File: config.mk
export PLATFORM = sky130hd
export DESIGN_NAME = mem_dbus_stage_flat
export DESIGN_NICKNAME = d
export VERILOG_FILES = /design/src/rtl/mem_dbus_stage_if.sv /design/src/rtl/mem_dbus_stage.sv /design/src/flat_wrapper.sv
export SDC_FILE = /design/constraint.sdc
export NUM_CORES = 1
export LEC_CHECK = 0
export CAP_MARGIN = 20
export CORE_AREA = 3 3 151 153
export CTS_BUF_LIST = sky130_fd_sc_hd__clkbuf_8
export DETAILED_ROUTE_END_ITERATION = 6
export DIE_AREA = 0 0 154 156
export GPL_TIMING_DRIVEN = 0
export MAX_ROUTING_LAYER = met4
export PLACE_DENSITY = 0.72
export SETUP_SLACK_MARGIN = 0.2
export SLEW_MARGIN = 25
export SYNTH_ARGS = -nofsm -noshare
export SYNTH_HDL_FRONTEND = slang
export SYNTH_SLANG_ARGS = --single-unit
File: constraint.sdc
create_clock -name clk -period 5.3 [get_ports clk]
set_clock_uncertainty 0.05 [all_clocks]
set_input_delay 0.53 -clock clk [delete_from_list [all_inputs] [get_ports clk]]
set_output_delay 0.53 -clock clk [all_outputs]
set_load 0.005 [all_outputs]
File: src/rtl/mem_dbus_stage_if.sv
// Data-bus interface between the MEM-stage unit and the memory slave.
// The master side (the stage) issues req/we/addr/sel/wdata; the slave
// returns ack with rdata valid in the same cycle.
interface mem_dbus_stage_if;
  logic        dbus_req;
  logic        dbus_we;
  logic [31:0] dbus_addr;
  logic [3:0]  dbus_sel;
  logic [31:0] dbus_wdata;
  logic        dbus_ack;
  logic [31:0] dbus_rdata;

  modport master (
    output dbus_req,
    output dbus_we,
    output dbus_addr,
    output dbus_sel,
    output dbus_wdata,
    input  dbus_ack,
    input  dbus_rdata
  );

  modport slave (
    input  dbus_req,
    input  dbus_we,
    input  dbus_addr,
    input  dbus_sel,
    input  dbus_wdata,
    output dbus_ack,
    output dbus_rdata
  );
endinterface

File: src/rtl/mem_dbus_stage.sv
// MEM-stage load/store unit sitting after the EX/MEM register.
// Memory ops are run on a req/ack bus with big-endian byte lanes while the
// pipeline is stalled; the aligned/extended load result is then handed to
// MEM/WB. Non-memory ops pass straight through with zero latency.
// Optional feature macro: MEM_ALIGN_CHECK_EN -- when defined, misaligned
// halfword/word accesses are rejected without touching the bus and the
// misalign_o port is present.
module mem_dbus_stage #(
  parameter int unsigned DBUS_TIMEOUT = 255,
  parameter int unsigned TO_W         = 8
) (
  input  logic                 clk,
  input  logic                 rst,
  input  logic [5:0]           stall,
  input  logic [4:0]           wd_i,
  input  logic                 wreg_i,
  input  logic [31:0]          wdata_i,
  input  logic                 whilo_i,
  input  logic [31:0]          hi_i,
  input  logic [31:0]          lo_i,
  input  logic [7:0]           aluop_i,
  input  logic [31:0]          mem_addr_i,
  input  logic [31:0]          reg2_i,
  output logic [4:0]           wd_o,
  output logic                 wreg_o,
  output logic [31:0]          wdata_o,
  output logic                 whilo_o,
  output logic [31:0]          hi_o,
  output logic [31:0]          lo_o,
  output logic                 stallreq_o,
  mem_dbus_stage_if.master     dbus,
  output logic                 bus_err_o
`ifdef MEM_ALIGN_CHECK_EN
  ,
  output logic                 misalign_o
`endif
);

  // Opcodes handled by this stage
  localparam logic [7:0] EXE_LB_OP  = 8'b1110_0000;
  localparam logic [7:0] EXE_LH_OP  = 8'b1110_0001;
  localparam logic [7:0] EXE_LW_OP  = 8'b1110_0011;
  localparam logic [7:0] EXE_LBU_OP = 8'b1110_0100;
  localparam logic [7:0] EXE_LHU_OP = 8'b1110_0101;
  localparam logic [7:0] EXE_SB_OP  = 8'b1110_1000;
  localparam logic [7:0] EXE_SH_OP  = 8'b1110_1001;
  localparam logic [7:0] EXE_SW_OP  = 8'b1110_1011;

  localparam logic [4:0] NOP_REG_ADDR = 5'b00000;
  localparam logic       NO_STOP      = 1'b0;

  localparam logic [TO_W-1:0] TIMEOUT_V = TO_W'(DBUS_TIMEOUT);
  localparam logic [TO_W-1:0] TIMER_ONE = TO_W'(1);

  typedef enum logic [1:0] {
    S_IDLE = 2'd0,
    S_REQ  = 2'd1,
    S_DONE = 2'd2
  } state_e;

  // ---------------------------------------------------------------------
  // Decode / datapath helpers
  // ---------------------------------------------------------------------
  function automatic logic is_load(input logic [7:0] op);
    case (op)
      EXE_LB_OP, EXE_LBU_OP, EXE_LH_OP, EXE_LHU_OP, EXE_LW_OP: is_load = 1'b1;
      default:                                                  is_load = 1'b0;
    endcase
  endfunction

  function automatic logic is_store(input logic [7:0] op);
    case (op)
      EXE_SB_OP, EXE_SH_OP, EXE_SW_OP: is_store = 1'b1;
      default:                         is_store = 1'b0;
    endcase
  endfunction

  // Byte-lane enables; sel[3] is the lowest-addressed byte (bits 31:24)
  function automatic logic [3:0] lane_sel(input logic [7:0] op, input logic [1:0] a);
    case (op)
      EXE_LB_OP, EXE_LBU_OP, EXE_SB_OP: begin
        case (a)
          2'b00:   lane_sel = 4'b1000;
          2'b01:   lane_sel = 4'b0100;
          2'b10:   lane_sel = 4'b0010;
          2'b11:   lane_sel = 4'b0001;
          default: lane_sel = 4'b0000;
        endcase
      end
      EXE_LH_OP, EXE_LHU_OP, EXE_SH_OP: lane_sel = a[1] ? 4'b0011 : 4'b1100;
      EXE_LW_OP, EXE_SW_OP:             lane_sel = 4'b1111;
      default:                          lane_sel = 4'b0000;
    endcase
  endfunction

  // Store data replicated onto every lane so the slave only has to honour sel
  function automatic logic [31:0] store_data(input logic [7:0] op, input logic [31:0] d);
    case (op)
      EXE_SB_OP: store_data = {4{d[7:0]}};
      EXE_SH_OP: store_data = {2{d[15:0]}};
      EXE_SW_OP: store_data = d;
      default:   store_data = 32'h0000_0000;
    endcase
  endfunction

  // Pick the addressed lane out of the bus word and sign/zero-extend it
  function automatic logic [31:0] load_align(input logic [7:0] op, input logic [1:0] a,
                                             input logic [31:0] rd);
    logic [7:0]  byte_v;
    logic [15:0] half_v;
    case (a)
      2'b00:   byte_v = rd[31:24];
      2'b01:   byte_v = rd[23:16];
      2'b10:   byte_v = rd[15:8];
      2'b11:   byte_v = rd[7:0];
      default: byte_v = 8'h00;
    endcase
    half_v = a[1] ? rd[15:0] : rd[31:16];
    case (op)
      EXE_LB_OP:  load_align = {{24{byte_v[7]}}, byte_v};
      EXE_LBU_OP: load_align = {24'h00_0000, byte_v};
      EXE_LH_OP:  load_align = {{16{half_v[15]}}, half_v};
      EXE_LHU_OP: load_align = {16'h0000, half_v};
      EXE_LW_OP:  load_align = rd;
      default:    load_align = 32'h0000_0000;
    endcase
  endfunction

`ifdef MEM_ALIGN_CHECK_EN
  // Halfwords need an even address, words a 4-byte aligned one
  function automatic logic misaligned(input logic [7:0] op, input logic [1:0] a);
    case (op)
      EXE_LH_OP, EXE_LHU_OP, EXE_SH_OP: misaligned = a[0];
      EXE_LW_OP, EXE_SW_OP:             misaligned = (a != 2'b00);
      default:                          misaligned = 1'b0;
    endcase
  endfunction
`endif

  // ---------------------------------------------------------------------
  // State
  // ---------------------------------------------------------------------
  state_e            state_q, state_d;
  logic              req_q, req_d;
  logic              we_q, we_d;
  logic [31:0]       addr_q, addr_d;
  logic [3:0]        sel_q, sel_d;
  logic [31:0]       bwdata_q, bwdata_d;
  logic [TO_W-1:0]   timer_q, timer_d;
  logic [31:0]       load_q, load_d;
  logic [7:0]        op_q, op_d;
  logic [1:0]        alo_q, alo_d;
  logic              err_q, err_d;
  logic              bus_err_q, bus_err_d;
`ifdef MEM_ALIGN_CHECK_EN
  logic              misalign_q, misalign_d;
`endif

  logic mem_op_s;
  assign mem_op_s = is_load(aluop_i) | is_store(aluop_i);

  // Next-state and next-register computation for the bus access sequencer
  always_comb begin
    state_d   = state_q;
    req_d     = req_q;
    we_d      = we_q;
    addr_d    = addr_q;
    sel_d     = sel_q;
    bwdata_d  = bwdata_q;
    timer_d   = timer_q;
    load_d    = load_q;
    op_d      = op_q;
    alo_d     = alo_q;
    err_d     = err_q;
    bus_err_d = 1'b0;
`ifdef MEM_ALIGN_CHECK_EN
    misalign_d = misalign_q;
`endif
    case (state_q)
      S_IDLE: begin
        if (mem_op_s) begin
          op_d  = aluop_i;
          alo_d = mem_addr_i[1:0];
`ifdef MEM_ALIGN_CHECK_EN
          if (misaligned(aluop_i, mem_addr_i[1:0])) begin
            // Rejected access: skip the bus and report straight away
            state_d    = S_DONE;
            err_d      = 1'b1;
            bus_err_d  = 1'b1;
            misalign_d = 1'b1;
          end else begin
            state_d  = S_REQ;
            req_d    = 1'b1;
            we_d     = is_store(aluop_i);
            addr_d   = {mem_addr_i[31:2], 2'b00};
            sel_d    = lane_sel(aluop_i, mem_addr_i[1:0]);
            bwdata_d = store_data(aluop_i, reg2_i);
            timer_d  = TIMER_ONE;
            err_d    = 1'b0;
          end
`else
          state_d  = S_REQ;
          req_d    = 1'b1;
          we_d     = is_store(aluop_i);
          addr_d   = {mem_addr_i[31:2], 2'b00};
          sel_d    = lane_sel(aluop_i, mem_addr_i[1:0]);
          bwdata_d = store_data(aluop_i, reg2_i);
          timer_d  = TIMER_ONE;
          err_d    = 1'b0;
`endif
        end else begin
          state_d = S_IDLE;
        end
      end
      S_REQ: begin
        // An ack in the timeout cycle still completes the access normally
        if (dbus.dbus_ack) begin
          req_d   = 1'b0;
          we_d    = 1'b0;
          load_d  = load_align(op_q, alo_q, dbus.dbus_rdata);
          state_d = S_DONE;
        end else if (timer_q == TIMEOUT_V) begin
          req_d     = 1'b0;
          we_d      = 1'b0;
          load_d    = 32'h0000_0000;
          err_d     = 1'b1;
          bus_err_d = 1'b1;
          state_d   = S_DONE;
        end else begin
          timer_d = timer_q + TIMER_ONE;
        end
      end
      S_DONE: begin
        // Result is held (never re-issued) until MEM/WB is allowed to advance
        if (stall[4] == NO_STOP) begin
          state_d = S_IDLE;
          timer_d = {TO_W{1'b0}};
          err_d   = 1'b0;
`ifdef MEM_ALIGN_CHECK_EN
          misalign_d = 1'b0;
`endif
        end else begin
          state_d = S_DONE;
        end
      end
      default: begin
        state_d = S_IDLE;
        req_d   = 1'b0;
        we_d    = 1'b0;
      end
    endcase
  end

  // Register all sequencer state and bus outputs; synchronous reset
  always_ff @(posedge clk) begin
    if (rst) begin
      state_q   <= S_IDLE;
      req_q     <= 1'b0;
      we_q      <= 1'b0;
      addr_q    <= 32'h0000_0000;
      sel_q     <= 4'b0000;
      bwdata_q  <= 32'h0000_0000;
      timer_q   <= {TO_W{1'b0}};
      load_q    <= 32'h0000_0000;
      op_q      <= 8'h00;
      alo_q     <= 2'b00;
      err_q     <= 1'b0;
      bus_err_q <= 1'b0;
`ifdef MEM_ALIGN_CHECK_EN
      misalign_q <= 1'b0;
`endif
    end else begin
      state_q   <= state_d;
      req_q     <= req_d;
      we_q      <= we_d;
      addr_q    <= addr_d;
      sel_q     <= sel_d;
      bwdata_q  <= bwdata_d;
      timer_q   <= timer_d;
      load_q    <= load_d;
      op_q      <= op_d;
      alo_q     <= alo_d;
      err_q     <= err_d;
      bus_err_q <= bus_err_d;
`ifdef MEM_ALIGN_CHECK_EN
      misalign_q <= misalign_d;
`endif
    end
  end

  // MEM/WB-facing outputs and the stall request
  always_comb begin
    wd_o       = wd_i;
    wreg_o     = wreg_i;
    wdata_o    = wdata_i;
    whilo_o    = whilo_i;
    hi_o       = hi_i;
    lo_o       = lo_i;
    stallreq_o = 1'b0;
    if (rst) begin
      wd_o    = NOP_REG_ADDR;
      wreg_o  = 1'b0;
      wdata_o = 32'h0000_0000;
      whilo_o = 1'b0;
      hi_o    = 32'h0000_0000;
      lo_o    = 32'h0000_0000;
    end else begin
      case (state_q)
        S_IDLE: begin
          // A new memory op stalls in the same cycle it shows up
          if (mem_op_s) begin
            stallreq_o = 1'b1;
            wreg_o     = 1'b0;
            wdata_o    = 32'h0000_0000;
          end else begin
            stallreq_o = 1'b0;
          end
        end
        S_REQ: begin
          stallreq_o = 1'b1;
          wreg_o     = 1'b0;
          wdata_o    = 32'h0000_0000;
        end
        S_DONE: begin
          if (err_q || is_store(op_q)) begin
            wreg_o  = 1'b0;
            wdata_o = 32'h0000_0000;
          end else begin
            wdata_o = load_q;
          end
        end
        default: begin
          wreg_o  = 1'b0;
          wdata_o = 32'h0000_0000;
        end
      endcase
    end
  end

  assign dbus.dbus_req   = req_q;
  assign dbus.dbus_we    = we_q;
  assign dbus.dbus_addr  = addr_q;
  assign dbus.dbus_sel   = sel_q;
  assign dbus.dbus_wdata = bwdata_q;
  assign bus_err_o       = bus_err_q;
`ifdef MEM_ALIGN_CHECK_EN
  assign misalign_o      = misalign_q;
`endif

  // Only stall[4] matters here; the other ctrl bits belong to earlier stages
  logic unused_stall_bits;
  assign unused_stall_bits = ^{stall[5], stall[3:0]};

endmodule

File: src/flat_wrapper.sv
// flat-port wrapper written by rule: the top's interface ports become plain ports
module mem_dbus_stage_flat 
#(
  parameter int unsigned DBUS_TIMEOUT = 255,
  parameter int unsigned TO_W         = 8
)
  (clk, rst, stall, wd_i, wreg_i, wdata_i, whilo_i, hi_i, lo_i, aluop_i, mem_addr_i, reg2_i, wd_o, wreg_o, wdata_o, whilo_o, hi_o, lo_o, stallreq_o, bus_err_o, dbus_dbus_req, dbus_dbus_we, dbus_dbus_addr, dbus_dbus_sel, dbus_dbus_wdata, dbus_dbus_ack, dbus_dbus_rdata);
  mem_dbus_stage_if dbus_i ();
  input  logic clk;
  input  logic rst;
  input  logic [5:0] stall;
  input  logic [4:0] wd_i;
  input  logic wreg_i;
  input  logic [31:0] wdata_i;
  input  logic whilo_i;
  input  logic [31:0] hi_i;
  input  logic [31:0] lo_i;
  input  logic [7:0] aluop_i;
  input  logic [31:0] mem_addr_i;
  input  logic [31:0] reg2_i;
  output logic [4:0] wd_o;
  output logic wreg_o;
  output logic [31:0] wdata_o;
  output logic whilo_o;
  output logic [31:0] hi_o;
  output logic [31:0] lo_o;
  output logic stallreq_o;
  output logic bus_err_o;
  output wire logic [$bits(dbus_i.dbus_req)-1:0] dbus_dbus_req;
  output wire logic [$bits(dbus_i.dbus_we)-1:0] dbus_dbus_we;
  output wire logic [$bits(dbus_i.dbus_addr)-1:0] dbus_dbus_addr;
  output wire logic [$bits(dbus_i.dbus_sel)-1:0] dbus_dbus_sel;
  output wire logic [$bits(dbus_i.dbus_wdata)-1:0] dbus_dbus_wdata;
  input wire logic [$bits(dbus_i.dbus_ack)-1:0] dbus_dbus_ack;
  input wire logic [$bits(dbus_i.dbus_rdata)-1:0] dbus_dbus_rdata;
  assign dbus_dbus_req = dbus_i.dbus_req;
  assign dbus_dbus_we = dbus_i.dbus_we;
  assign dbus_dbus_addr = dbus_i.dbus_addr;
  assign dbus_dbus_sel = dbus_i.dbus_sel;
  assign dbus_dbus_wdata = dbus_i.dbus_wdata;
  assign dbus_i.dbus_ack = dbus_dbus_ack;
  assign dbus_i.dbus_rdata = dbus_dbus_rdata;
  mem_dbus_stage #(.DBUS_TIMEOUT(DBUS_TIMEOUT), .TO_W(TO_W)) u_core (.clk(clk), .rst(rst), .stall(stall), .wd_i(wd_i), .wreg_i(wreg_i), .wdata_i(wdata_i), .whilo_i(whilo_i), .hi_i(hi_i), .lo_i(lo_i), .aluop_i(aluop_i), .mem_addr_i(mem_addr_i), .reg2_i(reg2_i), .wd_o(wd_o), .wreg_o(wreg_o), .wdata_o(wdata_o), .whilo_o(whilo_o), .hi_o(hi_o), .lo_o(lo_o), .stallreq_o(stallreq_o), .dbus(dbus_i), .bus_err_o(bus_err_o));
endmodule
* Word-level counts from Yosys, hierarchy flattened *
Cells that the tools add are included.

word-level totals
  register bits = 122
  input bits = 216
  output and inout bits = 175

operators by class
  add/sub/neg operators = 1
  eq/ne operators = 31
  muxes and demuxes = 51
  bitwise gates (word level) = 3
  reduce and logical (&&, ||, !) cells = 18

operator list
  operator                                             number
  two-way mux 32 bit                                   7
  case mux 32 bit (5 select lines)                     1
  equality test 8 bit, second input constant           17
  case mux 32 bit (3 select lines)                     1
  case mux 32 bit (2 select lines)                     1
  two-way mux 8 bit                                    4
  case mux 8 bit (4 select lines)                      1
  case mux 8 bit (3 select lines)                      1
  two-way mux 1 bit                                    21
  two-way mux 16 bit                                   1
  case mux 4 bit (4 select lines)                      1
  OR reduction 3 bit                                   5
  case mux 4 bit (3 select lines)                      1
  equality test 2 bit, second input constant           5
  AND reduction 5 bit                                  2
  case mux 1 bit (3 select lines)                      3
  adder 8 x 1 -> 8 bit, second input constant          1
  equality test 2 x 1 -> 1 bit, second input constant  3
  zero test 2 bit                                      3
  two-way mux 2 bit                                    3
  inequality test 2 bit, second input constant         3
  case mux 2 bit (3 select lines)                      1
  two-way mux 5 bit                                    1
  OR reduction 5 bit                                   1
  12 further kinds                                     16

* Longest topological paths before layout *
Gate-level depths: netlist of the first run.

  word-level depth = 9
  gate-level depth with buffers = 10
  gate-level depth less buffers = 7

* Worst setup path before layout of the first run *
Ideal clock, no wire load.

  path type = input to output
  from = input aluop_i[4]
  to = output wdata_o[10]
  arrival time = 1.840 ns
  required time = 4.720 ns
  slack = 2.880 ns
  stages = 6
  cells stage by stage = nand4b_1 -> a21oi_1 -> a21oi_1 -> clkbuf_1 -> a22oi_1 -> nor2_1

on the way
  word-level cells in the longest chain between the ends = 7
  elaborated cells between the ends (all ways) = 16
  those cells by class = 8 x eq/ne; 5 x mux; 1 x bitwise; 2 x reduce/logical

ends and longest elaborated chain
  item                                                             RTL line                                    text
  start: declaration                                               flat_wrapper.sv:18                          input logic [7:0] aluop_i;
  equality test 8 bit, on equally long branches                    mem_dbus_stage.sv:65, mem_dbus_stage.sv:72
  OR reduction 5 bit / OR reduction 3 bit (equally long branches)  mem_dbus_stage.sv:65, mem_dbus_stage.sv:72
  two-way mux 1 bit, on equally long branches                      mem_dbus_stage.sv:65, mem_dbus_stage.sv:72
  OR 1 bit (*)                                                     mem_dbus_stage.sv:160                       assign mem_op_s = is_load(aluop_i) | is_store(aluop_i);
  two-way mux 32 bit (*)                                           mem_dbus_stage.sv:311                       if (mem_op_s) begin
  case mux 32 bit (2 select lines) (*)                             mem_dbus_stage.sv:308                       case (state_q)
  two-way mux 32 bit (*)                                           mem_dbus_stage.sv:300                       if (rst) begin
  end: declaration                                                 flat_wrapper.sv:23                          output logic [31:0] wdata_o;

Mark *: on every way between the ends. The rest lies on a longest branch, timed or not.

* Final worst setup path of the first run *
  from = input aluop_i[5]
  to = output stallreq_o

on the way
  word-level cells in the longest chain between the ends = 7
  elaborated cells between the ends (all ways) = 16
  those cells by class = 8 x eq/ne; 5 x mux; 1 x bitwise; 2 x reduce/logical

ends and longest elaborated chain
  item                                                             RTL line                                    text
  equality test 8 bit, on equally long branches                    mem_dbus_stage.sv:65, mem_dbus_stage.sv:72
  OR reduction 5 bit / OR reduction 3 bit (equally long branches)  mem_dbus_stage.sv:65, mem_dbus_stage.sv:72
  two-way mux 1 bit, on equally long branches                      mem_dbus_stage.sv:65, mem_dbus_stage.sv:72
  OR 1 bit (*)                                                     mem_dbus_stage.sv:160
  two-way mux 1 bit (*)                                            mem_dbus_stage.sv:311
  case mux 1 bit (2 select lines) (*)                              mem_dbus_stage.sv:308
  two-way mux 1 bit (*)                                            mem_dbus_stage.sv:300
  end: declaration                                                 flat_wrapper.sv:27                          output logic stallreq_o;

Marked as above.

==> flow_summary.toml, run 1 <==
[layout]
nFillCells = 2127
fin_util = 0.498
regArea_um2 = 2440
multiInputGateArea_um2 = 3440
drive_gt1_frac = 0.0619
antenna_cells = 0
syn2layout_area_growth_pct = 74.4
nets = 1387

[synth]
ys_types = 57
syn_area_um2 = 6200
synth_edf_count = 0
synth-seq-area-share = 0.394
async_flop_share = 0
synth_area_leaders = "dfxtp_1 (39%), a22oi_1 (11%), nor2b_1 (7.2%)"
ys_warn_count = 0
synth_ff_type = "dfxtp_1"
syn_area_per_cell_um2 = 8.11
synth_top_area_share = 0.394
yosysTopAreaCell = "dfxtp_1"
ys_seq_elements = 122
syn_inst = 764

[outcome]
status = "finished, final reports clean"

[run]
cap_violations = 0

[critical_path]
arrival_ns = 3.40
start_kind = "primary input"
cp-endpoint = "stallreq_o"
r2r_start = "u_core.state_q[0]$_SDFFE_PP0P_"
cpMaxStageDelayCell = "a21oi_1"
crit_start = "aluop_i[5]"
cp-end-kind = "output pin"
critPathRequiredTime_ns = 4.72
criticalPathCategory = "primary input to output pin"
slowest_delay_ns = 0.56
crit_chain = "clkdlybuf4s50_1, nand4b_1, a21oi_1, nand3_1, clkbuf_1, a21oi_1, clkdlybuf4s50_1"
crit_fanout = 10
timing.rr.end = "u_core.dbus.dbus_we$_SDFFE_PP0P_"
ff2ff_path_depth = 8
worst-r2r-setup-slack_ns = 2.41

[cts]
htree_levels = 4
post_cts_buffers = 0
cts_resized = 0
clk_latency_ns = 0.44
clock_sinks = 122
clk_pin_slew_ns = 0.07
postCtsHoldBufs = 0
clockBufferDepth = 2
cts_tree = "built"
cts_root_buf = "clkbuf_8"
cts_buffers = 17

[timing]
final.setup.tns_ns = 0
drv_slew = 0
finalSetupViolCount = 0
fin_crit_ns = 3.98
min_period_over_period = 0.751
fmax_mhz = 251
slew_headroom = 0.290
hold_viol = 0
worst_slew_pin_slew_ns = 1.06
rsz0062_at_grt = "false"

[route]
dr.pass1.iters = 5
antenna_left = 0
wl_per_cell_um = 18.5
vias = 7364
vias_per_cell = 5.05
drt-total-wl_um = 27000
drt-initial-drc-count = 427
route.detailed.drc = 0

[global_routing]
grt_usage = 0.218
antenna_found_initial = 0
grt_start_max_net_pins = 17
grt_pass1_vias = 7048
grt_first_pass_wirelength_um = 40100
overflow = 0

[floorplan]
dieArea_um2 = 24000
coreArea_um2 = 21700
die_w_um = 154
fp.dieH_um = 156
start_util = 0.286
ioPinCount = 391
rows = 54

[power]
peakVddDrop_mv = 0.176
total_power_w = 0.00223
p_leak_nw = 3.95
cellPowerDensity_nw_per_um2 = 207

[placed_design]
port_buffers = 382
post-dp-hpwl_um = 21200
place_congestion = 0.893

[min_path]
min-delay-path-class = "flip-flop to flip-flop"
min_from = "u_core.dbus.dbus_addr[10]$_SDFFE_PP0P_"
[worst max-delay path, delay by kind of cell]
| family | cells | cell delay [ns] |
|---|---|---|
| compound gates | 2 | 0.85 |
| simple gates | 2 | 0.63 |
| buf+inv | 3 | 1.38 |
[through the flow]
| step | instances | worst slack, ns | instance area, um^2 | hold slack [ns] |
|---|---|---|---|---|
| after global placement | 1427 | 1.18 | 10400 | 0.390 |
| after detailed placement | 1427 | 1.11 | 10400 | 0.399 |
| after global routing | 1459 | 1.07 | 10800 | 0.428 |
| after floorplan | 765 | 2.88 | 6200 | 0.375 |
| final | 1459 | 1.32 | 10800 | 0.406 |
| after CTS | 1459 | 1.11 | 10800 | 0.408 |
[metal layers]
| layer | part of all wire | wire length [um] | global-route usage |
|---|---|---|---|
| met2 | 0.50 | 13500 | 0.367 |
| met4 | 0.020 | 528 | 0.0639 |
| met1 | 0.40 | 10700 | 0.256 |
| met5 | 0 | 0 | - |
| met3 | 0.083 | 2220 | 0.0577 |
[worst min-delay path by stage]
stage,to,slack [ns],depth (start not counted)
2_1_floorplan,u_core.load_q[7]$_SDFFE_PP0P_,0.38,2
3_3_place_gp,u_core.dbus.dbus_wdata[10]$_SDFFE_PP0P_,0.39,2
3_5_place_dp,u_core.dbus.dbus_addr[11]$_SDFFE_PP0P_,0.40,2
4_1_cts,u_core.dbus.dbus_addr[11]$_SDFFE_PP0P_,0.41,2
5_1_grt,u_core.dbus.dbus_addr[27]$_SDFFE_PP0P_,0.43,2
6_report,u_core.dbus.dbus_addr[10]$_SDFFE_PP0P_,0.41,2
[power by group]
group	internal (W)	switching [W]	total, W
registers	0.000923	0.00000448	0.000928
logic	0.000270	0.000161	0.000431
clock network	0.000485	0.000388	0.000873
total	0.00168	0.000554	0.00223
[kinds of logic after synthesis]
kind of cell | count (synthesis) | synth area share
AO/OA/AOI/OAI | 232 | 0.269
adder cells (fa/ha/maj) | 5 | 0.0101
buffers and inverters | 80 | 0.0529
flip-flops | 122 | 0.394
multiplexers | 24 | 0.0436
other | 1 | 0.000605
AND/OR/NAND/NOR | 300 | 0.230
[cell usage in the layout, fill, tap and decap left out, drive strengths merged, types with 3 or more instances in the layout]
master	count
a211o	9
a211oi	5
a21oi	50
a221o	16
a22o	6
a22oi	87
a32o	3
and3	6
buf	13
bufinv	3
clkbuf	68
clkdlybuf4s50	382
clkinv	4
clkinvlp	4
dfxtp	122
ha	5
inv	20
mux2	14
mux2i	9
nand2	95
nand2b	4
nand3	6
nand4b	4
nor2	90
nor2b	71
nor3	9
nor3b	3
o211ai	3
o21ai	29
o2bb2ai	8
[cell type report]
class | instances | share of cell area
Timing Repair Buffer | 382 | 0.354
Multi-Input combinational cell | 563 | 0.319
Sequential cell | 122 | 0.226
Tap cell | 280 | 0.0324
Clock buffer | 19 | 0.0242
Buffer | 62 | 0.0241
Clock inverter | 13 | 0.0142
Inverter | 18 | 0.00625
[cell usage after synthesis, types with 3 or more instances]
master and n:
a211o_1 9, a211oi_1 4, a21oi_1 50, a221o_1 6
a221o_2 10, a22o_1 6, a22oi_1 87, a32o_1 3
and3_1 6, buf_2 7, buf_4 3, clkbuf_1 49
dfxtp_1 122, ha_1 5, inv_1 17, mux2_2 14
mux2i_1 9, nand2_1 95, nand2b_1 4, nand3_1 6
nand4b_1 4, nor2_1 90, nor2b_1 71, nor3_1 9
nor3b_1 3, o211ai_1 3, o21ai_0 28, o2bb2ai_1 8
[state kept, by name, indices dropped and copies added, names as in the netlist]
register,flops
u_core.dbus.dbus_we,1
u_core.err_q,1
u_core.load_q,32
u_core.dbus.dbus_req,1
u_core.state_q,2
u_core.bus_err_o,1
u_core.alo_q,2
u_core.op_q,8
u_core.dbus.dbus_sel,4
u_core.timer_q,8
u_core.dbus.dbus_wdata,32
u_core.dbus.dbus_addr,30
(Power assumes the default switching activity.)
==> run 2: changes to the inputs <==
--- a/config.mk
+++ b/config.mk
@@ -6,13 +6,13 @@
 export NUM_CORES = 1
 export LEC_CHECK = 0
 export CAP_MARGIN = 20
-export CORE_AREA = 3 3 151 153
+export CORE_AREA = 3 3 152 154
 export CTS_BUF_LIST = sky130_fd_sc_hd__clkbuf_8
 export DETAILED_ROUTE_END_ITERATION = 6
-export DIE_AREA = 0 0 154 156
+export DIE_AREA = 0 0 155 157
 export GPL_TIMING_DRIVEN = 0
 export MAX_ROUTING_LAYER = met4
-export PLACE_DENSITY = 0.72
+export PLACE_DENSITY = 0.74
 export SETUP_SLACK_MARGIN = 0.2
 export SLEW_MARGIN = 25
 export SYNTH_ARGS = -nofsm -noshare
==> constraint.sdc (replaced) <==
create_clock -name clk -period 3.2 [get_ports clk]
set_clock_uncertainty 0.05 [all_clocks]
set_input_delay 0.32 -clock clk [delete_from_list [all_inputs] [get_ports clk]]
set_output_delay 0.32 -clock clk [all_outputs]
set_load 0.005 [all_outputs]
==> run 2 against run 1 <==
Critical path depth up 3. Core utilization rose by 0.31 points. Non-clock buffer count increased by 6. Final cell count rose by 0.41%. Total power increased by 62%.
==> flow_summary.toml, run 2 (synthesis results as in run 1) <==
[critical_path]
criticalPathCategory = "primary input to output pin"
timing.rr.end = "u_core.load_q[6]$_SDFFE_PP0P_"
worst-r2r-setup-slack_ns = 0.44
start_kind = "primary input"
r2r_start = "u_core.state_q[1]$_SDFFE_PP0P_"
cp-end-kind = "output pin"
ff2ff_path_depth = 9
critPathRequiredTime_ns = 2.83
arrival_ns = 2.51
crit_fanout = 10

[global_routing]
antenna_found_initial = 0
grt_usage = 0.221
grt_first_pass_wirelength_um = 41000
grt_start_max_net_pins = 17
overflow = 0
grt_pass1_vias = 7239

[route]
vias = 7418
vias_per_cell = 5.06
drt-total-wl_um = 27400
route.detailed.drc = 0
drt-initial-drc-count = 477
wl_per_cell_um = 18.7
dr.pass1.iters = 6
antenna_left = 0

[timing]
worst_slew_pin_slew_ns = 0.991
fmax_mhz = 347
final.setup.tns_ns = 0
fin_ws_ns = 0.322
finalSetupViolCount = 0
fin_crit_ns = 2.88
hold_viol = 0
slew_headroom = 0.338
min_period_over_period = 0.899
rsz0062_at_grt = "false"
drv_slew = 0

[power]
internal_power_w = 0.00268
peakVddDrop_mv = 0.299
p_seq_frac = 0.424
cellPowerDensity_nw_per_um2 = 331
total_power_w = 0.00362
sw_frac_of_total = 0.261
share_comb_of_total_power = 0.201
p_sw_w = 0.000947
p_leak_nw = 4.03
clkPwrFrac = 0.375

[cts]
clock_sinks = 122
clockBufferDepth = 2
cts_root_buf = "clkbuf_8"
clk_latency_ns = 0.44
cts_buffers = 17
htree_levels = 4
clk_pin_slew_ns = 0.08
cts_tree = "built"

[layout]
antenna_cells = 0
fin_util = 0.501
nFillCells = 2073
syn2layout_area_growth_pct = 76.5
final_cell_mix = "clkdlybuf4s50_1 (381), dfxtp_1 (122), nand2_1 (95)"
stdcell_count = 1465
nets = 1393
final_common_cell = "clkdlybuf4s50_1"
drive_gt1_frac = 0.0895

[min_path]
whs_endpoint = "u_core.op_q[2]$_SDFFE_PP0P_"
min-delay-path-class = "primary input to flip-flop"
hold_path_depth = 3
min_from = "aluop_i[2]"

[floorplan]
rows = 54
start_util = 0.284
coreArea_um2 = 21800
dieArea_um2 = 24300
die_w_um = 155
fp.dieH_um = 157
ioPinCount = 391

[placed_design]
dpl_worst_slack_ns = -0.330
post-dp-hpwl_um = 21600
place_congestion = 0.885
port_buffers = 382
dp_cells = 1427

[run]
cap_violations = 0

[outcome]
status = "finished, final reports clean"
run 2: cell count changes in the layout (fill, tap and decap cells not counted), moves of 3 or more:
cell / before / now
buf_4: 3 / 10
clkbuf_2: 0 / 11
inv_1: 20 / 17
clkbuf_1: 49 / 33
run 2: power groups by stage:
stage	logic [W]	registers, W	clock network (W)
after global placement	0.000708	0.00157	0
after global routing	0.000784	0.00154	0.00146
after CTS	0.000728	0.00154	0.00138
final	0.000728	0.00154	0.00136
after floorplan	0.000212	0.00157	0
after detailed placement	0.000713	0.00157	0
run 2: worst max path at each step:
stage                                         from                             end  slack, ns  depth (start not counted)
finish                                  aluop_i[5]                     wdata_o[11]       0.32                         10
global route        u_core.state_q[0]$_SDFFE_PP0P_                      wdata_o[3]       0.21                          8
CTS                                     aluop_i[2]                      stallreq_o       0.22                          7
detailed placement                             rst                      wdata_o[3]      -0.33                          7
global placement                        aluop_i[2]                      wdata_o[6]      -0.50                          8
floorplan           u_core.state_q[1]$_SDFFE_PP0P_  u_core.load_q[27]$_SDFFE_PP0P_       0.97                          9
run 2: through the flow:
stage	hold slack [ns]	cell area, um^2
2_1_floorplan	0.349	6200
3_3_place_gp	0.391	10400
3_5_place_dp	0.399	10400
4_1_cts	0.354	10900
5_1_grt	0.251	10900
6_report	0.231	10900
run 2: per-layer routing:
layer  track usage  routed length [um]
met4        0.0786                 772
met1         0.242               10200
met2         0.376               13700
met3        0.0709                2690
met5             -                   0
run 2: critical path: stages:
cell	delay, ns
clkdlybuf4s50_1	0.46
nand4b_1	0.26
a21oi_4	0.23
buf_6	0.16
a21oi_4	0.06
buf_12	0.14
clkbuf_2	0.17
a22oi_1	0.19
nor2_1	0.07
clkdlybuf4s50_1	0.44
run 2: area by class of cell:
class | instances | area (um^2) | area share
clock inverter | 15 | 153 | 0.0140
multi-input combinational | 563 | 3510 | 0.321
tap | 280 | 350 | 0.0320
buffer | 62 | 290 | 0.0265
sequential | 122 | 2440 | 0.223
timing repair buffer | 388 | 3890 | 0.355
clock buffer | 17 | 234 | 0.0214
inverter | 18 | 67.6 | 0.00618
run 2: timing repair:
item / 4_1_cts / 5_1_grt
endpoints found under the setup margin: 34 / 32
buffers inserted: 4 / 2
cloned: 0 / 0
hold buffers: 0 / 0
pin swaps: 0 / 3
resized for setup: 26 / 21
endpoints found under the hold margin: 0 / 0
